`src/rtl/display_monitor.sv`:
```
// Passive monitor for a 4-digit multiplexed 7-segment clock display.
// Recovers HH:MM and the seconds dot from the anode/segment lines driving the display.
module display_monitor #(
    parameter int unsigned STABLE_CYCLES = 4,
    parameter int unsigned TIMEOUT       = 250000
) (
    input  logic       clk_i,
    input  logic       rst_ni,
    input  logic [3:0] led7_an_i,
    input  logic [7:0] led7_seg_i,
    output logic [5:0] hour_o,
    output logic [5:0] minute_o,
    output logic       dot_o,
    output logic       valid_o,
    output logic       err_o,
    output logic       stale_o
);

    localparam int unsigned SW = (STABLE_CYCLES > 1) ? $clog2(STABLE_CYCLES) : 1;
    localparam int unsigned TW = (TIMEOUT > 0) ? $clog2(TIMEOUT + 1) : 1;
    localparam logic [SW-1:0] STAB_MAX  = SW'(STABLE_CYCLES - 1);
    localparam logic [TW-1:0] STALE_MAX = TW'(TIMEOUT);

    localparam logic [3:0] AN3   = 4'b0111;
    localparam logic [3:0] AN2   = 4'b1011;
    localparam logic [3:0] AN1   = 4'b1101;
    localparam logic [3:0] AN0   = 4'b1110;
    localparam logic [3:0] BLANK = 4'hF;

    typedef enum logic [1:0] {WAIT3, GOT3, GOT2, GOT1} state_e;

    state_e        state_q, state_d;
    logic [3:0]    an_q;
    logic [7:0]    seg_q;
    logic [SW-1:0] stab_q, stab_d;
    logic          held_q, held_d;
    logic [3:0]    dig3_q, dig3_d, dig2_q, dig2_d, dig1_q, dig1_d;
    logic          bad_q, bad_d;
    logic          dotc_q, dotc_d;
    logic [5:0]    hour_q, hour_d, minute_q, minute_d;
    logic          dot_q, dot_d, valid_q, valid_d, err_q, err_d;
    logic [TW-1:0] stale_q, stale_d;

    logic          changed, accept, an_onehot;
    logic [4:0]    dig_dec;
    logic          dig_bad;
    logic [3:0]    dig_val;
    logic [3:0]    exp_an;
    logic [6:0]    hour_calc, minute_calc;
    logic          frame_ok;

    // Bit 4 of the result flags a segment pattern that is not a decimal digit.
    function automatic logic [4:0] decode_digit(input logic [7:0] seg);
        logic [4:0] r;
        case ({seg[7:1], 1'b1})
            8'h03:   r = 5'd0;
            8'h9F:   r = 5'd1;
            8'h25:   r = 5'd2;
            8'h0D:   r = 5'd3;
            8'h99:   r = 5'd4;
            8'h49:   r = 5'd5;
            8'h41:   r = 5'd6;
            8'h1F:   r = 5'd7;
            8'h01:   r = 5'd8;
            8'h09:   r = 5'd9;
            default: r = 5'h1F;
        endcase
        return r;
    endfunction

    always_comb begin
        changed = (led7_an_i != an_q) || (led7_seg_i != seg_q);
        stab_d  = changed ? '0 : ((stab_q == STAB_MAX) ? stab_q : stab_q + 1'b1);
        held_d  = (stab_q == STAB_MAX) && !changed;
        // held_q marks a dwell already accepted, so each dwell fires once.
        accept  = (stab_q == STAB_MAX) && !held_q && (an_q != BLANK);
        an_onehot = (an_q == AN3) || (an_q == AN2) || (an_q == AN1) || (an_q == AN0);
        dig_dec = decode_digit(seg_q);
        dig_bad = dig_dec[4];
        dig_val = dig_dec[3:0];
    end

    always_comb begin
        hour_calc   = {3'b000, dig3_q} * 7'd10 + {3'b000, dig2_q};
        minute_calc = {3'b000, dig1_q} * 7'd10 + {3'b000, dig_val};
        frame_ok    = !bad_q && !dig_bad && (hour_calc <= 7'd23) && (minute_calc <= 7'd59);
        unique case (state_q)
            WAIT3:   exp_an = AN3;
            GOT3:    exp_an = AN2;
            GOT2:    exp_an = AN1;
            default: exp_an = AN0;
        endcase
    end

    always_comb begin
        state_d  = state_q;
        dig3_d   = dig3_q;
        dig2_d   = dig2_q;
        dig1_d   = dig1_q;
        bad_d    = bad_q;
        dotc_d   = dotc_q;
        hour_d   = hour_q;
        minute_d = minute_q;
        dot_d    = dot_q;
        valid_d  = 1'b0;
        err_d    = 1'b0;
        if (accept) begin
            if (an_q == exp_an) begin
                unique case (state_q)
                    WAIT3: begin
                        dig3_d  = dig_val;
                        bad_d   = dig_bad;
                        state_d = GOT3;
                    end
                    GOT3: begin
                        dig2_d  = dig_val;
                        bad_d   = bad_q | dig_bad;
                        dotc_d  = ~seg_q[0];
                        state_d = GOT2;
                    end
                    GOT2: begin
                        dig1_d  = dig_val;
                        bad_d   = bad_q | dig_bad;
                        state_d = GOT1;
                    end
                    GOT1: begin
                        state_d = WAIT3;
                        if (frame_ok) begin
                            hour_d   = hour_calc[5:0];
                            minute_d = minute_calc[5:0];
                            dot_d    = dotc_q;
                            valid_d  = 1'b1;
                        end else begin
                            err_d = 1'b1;
                        end
                    end
                endcase
            end else if (state_q == WAIT3) begin
                // Lone AN2..AN0 is resync noise; only a multi-hot anode is an error.
                err_d = !an_onehot;
            end else begin
                err_d = 1'b1;
                if (an_q == AN3) begin
                    dig3_d  = dig_val;
                    bad_d   = dig_bad;
                    state_d = GOT3;
                end else begin
                    state_d = WAIT3;
                end
            end
        end
        stale_d = valid_d ? '0 : ((stale_q == STALE_MAX) ? stale_q : stale_q + 1'b1);
    end

    always_ff @(posedge clk_i or negedge rst_ni) begin
        if (!rst_ni) begin
            an_q     <= BLANK;
            seg_q    <= 8'hFF;
            stab_q   <= '0;
            held_q   <= 1'b0;
            state_q  <= WAIT3;
            dig3_q   <= '0;
            dig2_q   <= '0;
            dig1_q   <= '0;
            bad_q    <= 1'b0;
            dotc_q   <= 1'b0;
            hour_q   <= '0;
            minute_q <= '0;
            dot_q    <= 1'b0;
            valid_q  <= 1'b0;
            err_q    <= 1'b0;
            stale_q  <= '0;
        end else begin
            an_q     <= led7_an_i;
            seg_q    <= led7_seg_i;
            stab_q   <= stab_d;
            held_q   <= held_d;
            state_q  <= state_d;
            dig3_q   <= dig3_d;
            dig2_q   <= dig2_d;
            dig1_q   <= dig1_d;
            bad_q    <= bad_d;
            dotc_q   <= dotc_d;
            hour_q   <= hour_d;
            minute_q <= minute_d;
            dot_q    <= dot_d;
            valid_q  <= valid_d;
            err_q    <= err_d;
            stale_q  <= stale_d;
        end
    end

    assign hour_o   = hour_q;
    assign minute_o = minute_q;
    assign dot_o    = dot_q;
    assign valid_o  = valid_q;
    assign err_o    = err_q;
    assign stale_o  = (stale_q == STALE_MAX);

endmodule

```
`config.mk`:
```
export PLATFORM = sky130hd
export DESIGN_NAME = display_monitor
export DESIGN_NICKNAME = d
export VERILOG_FILES = /design/src/rtl/display_monitor.sv
export SDC_FILE = /design/constraint.sdc
export NUM_CORES = 1
export LEC_CHECK = 0
export CORE_UTILIZATION = 50
export DETAILED_ROUTE_END_ITERATION = 16
export PLACE_DENSITY = 0.7
export SLEW_MARGIN = 15
export SYNTH_ARGS = -nofsm -noshare
export SYNTH_HDL_FRONTEND = slang
export SYNTH_SLANG_ARGS = --single-unit
```
`constraint.sdc`:
```
create_clock -name clk_i -period 12.3 [get_ports clk_i]
set_clock_uncertainty 0.1 [all_clocks]
set_input_delay 1.23 -clock clk_i [delete_from_list [all_inputs] [get_ports clk_i]]
set_output_delay 1.23 -clock clk_i [all_outputs]
set_load 0.01 [all_outputs]
```
==> metrics.txt <==
starting density of the core 52.3%; Chip Width 86.6 µm; Post-synth ARST share 100%; largest net degree at the start of global routing 65; clock sinks 64; Synth Area per Inst 11.0 µm²; DR DRC count 0; FF-to-FF setup slack 7900 ps; crit path max fanout 32; largest area contributor in the netlist dfrtp_1; initial detailed-routing violation count 119; critical path's top delay family compound AO/OA/AOI/OAI gates; setup violators final 0; core area 6830 µm²; Slew Limit Fails 0; io pins 30; CTS tree yes; slowest CP cell dfstp_2; Seq/Total Area, Yosys 45.2%; placed cells 442; layout cells sized above 1 14.1%; All-Layer GR Usage 19.7%; total grt overflow 0; HPWL after DPL 4.55 mm; CP peak stage delay 620 ps; clk buf depth 2; I/O Buffers 29; worst-path cell chain or3b_1, a2111oi_4, nor2b_2, nand2_1, o21ai_0, ha_1, xnor2_1, a211oi_1, maj3_1, o21ai_0, and4_1, buf_4, mux2_2; Req. time, crit path 12420 ps; Synth Cell Area 3570 µm²; DRT Pass-1 Iters 4; number of synthesized flops with an enable pin 0; vias per cell 5.27; Static Leak 1.91 nW; Antenna Cells 0; die area 7490 µm²; PD cells 97.3 nW/µm²; Yosys warning count 0; Setup crit end kind flip-flop; total CTS buffers 9; clk slew on worst S/H paths 70 ps; Final Hold Viols 0; vias in the first global route 2372; drt total wl 6.35 mm; RSZ-0062 raised after global routing no; CTS resizes 0; Post-CTS Hold Buffers 0; Yosys reg bits 64; per-cell routed wire length 13.9 µm; area growth from synthesis to layout 14.8%; post-synth top area share 36.4%; post-CTS setup buffer count 0; commonest non-fill, non-tap cell in the layout dfrtp_1; Critical Path AT 4520 ps; relative slew slack 47.1%; Post-Syn Nets 365; Synth area leaders dfrtp_1 (36%), dfstp_2 (8.8%), ha_1 (8.1%); H-tree levels 3; Clock Tree Root clkbuf_8; num rows 30; most frequent cells in the layout dfrtp_1 (52), nor2_1 (32), xor2_1 (31); Worst setup SP type flip-flop; Layout Cells excl Fill 458; Slew @ Worst Pin 794 ps; later-pin clock latency in the skew report 340 ps; Hold Crit Class flip-flop to flip-flop; WP buf/inv 1; placer congestion estimate 0.848; Setup TNS Final 0 ps; die height 86.6 µm; initial antenna violation count 0; fin nets 398; count of unique library cells instantiated by Yosys 49; via count 2413; WS Path Type flip-flop to flip-flop; Post-Syn Instances 324; Synth Flop Type dfrtp_1; Fmax 227 MHz; post-route ant nets 0; Max Cap Viol 0; fin crit period 4400 ps; Max VDD drop 74.7 µV; CP most frequent cell o21ai_0; Final period util 35.8%; first-pass GRT wire length 11.1 mm; status complete, no violations
## cell usage after synthesis, drive strengths merged, types with 2 or more instances
library cell  count
a2111oi           2
a211o             2
a211oi            3
a21o              2
a21oi             8
a22oi             2
a31oi             3
and4              3
buf               7
clkbuf            2
dfrtp            52
dfstp            12
fa                4
ha               23
inv              11
maj3              2
mux2             23
mux2i             3
nand2            22
nand3            14
nand3b            4
nand4             3
nor2             32
nor2b             5
nor3             10
nor4              7
o21ai             6
or3b              2
xnor2            12
xor2             31
## path summary, 6_finish.rpt
kind,from,endpoint,depth (start not counted)
worst max-delay path,seg_q[6],minute_o[1],13
worst min-delay path,dotc_q,dotc_q,2
worst max register to register,seg_q[6],minute_o[1],13
worst min register to register,dotc_q,dotc_q,2
max in group asynchronous,rst_ni,err_o,2
min in group asynchronous,rst_ni,hour_o[5],2
## kinds of logic (layout without fill, tap and decap cells)
group	after synthesis	after routing	synth area share (%)
AOI/OAI and AO/OA	33	33	6.97
buffers and inverters	20	58	3.01
DFF	64	64	45.2
adders and majority gates	29	29	10.9
muxes	26	26	8.09
and+or+nand+nor	109	109	15.3
xor gates and xnor gates	43	43	10.5
## registers in the layout, indices dropped and copies added, names as in the netlist
register	count
dot_o	1
dotc_q	1
stale_q	18
stab_q	2
minute_o	6
seg_q	8
held_q	1
dig2_q	4
state_q	2
bad_q	1
dig1_q	4
an_q	4
valid_o	1
hour_o	6
err_o	1
dig3_q	4
## power breakdown
| part | leakage (nW) | internal, mW | total [mW] | switching (mW) |
|---|---|---|---|---|
| clock network | 0.0894 | 0.0836 | 0.163 | 0.0789 |
| logic | 0.985 | 0.00823 | 0.0185 | 0.0103 |
| registers | 0.839 | 0.214 | 0.218 | 0.00402 |
| total | 1.91 | 0.306 | 0.399 | 0.0932 |
## per-stage QoR
stage	setup WS [ps]	util, %	hold slack (ps)	power (mW)	cell area, µm²
after floorplan	8370	-	346	0.230	3570
after global placement	8020	57.5	365	0.241	3930
after detailed placement	7890	57.5	371	0.241	3930
after CTS	7890	60.1	387	0.405	4110
after global routing	7590	60.1	405	0.420	4110
final	7900	60.1	378	0.399	4110
## worst register-to-register path, delay by kind of cell (launching register included)
family / cells / cell delay, ps
compound gates: 4 / 940
xor+xnor: 1 / 210
fa+ha+maj: 2 / 790
buf+inv: 1 / 350
flops: 1 / 620
mux: 1 / 380
simple gates: 4 / 910
## final cells by class
type / count / area [µm²]
Clock buffer: 13 / 159
Fill cell: 586 / 2730
Tap cell: 96 / 120
Sequential cell: 64 / 1620
Multi-Input combinational cell: 240 / 1850
Timing Repair Buffer: 31 / 300
Inverter: 11 / 41.3
Clock inverter: 3 / 17.5
## layer usage
layer	vias to the layer above	track usage [%]	part of all wire, %
met2	41	30.2	47
met3	4	5.81	3.7
met1	1175	26.8	49
met4	0	6.21	0.80
li1	1193	-	-
met5	-	0	0
Note: power is estimated with default switching activity, not from simulation.
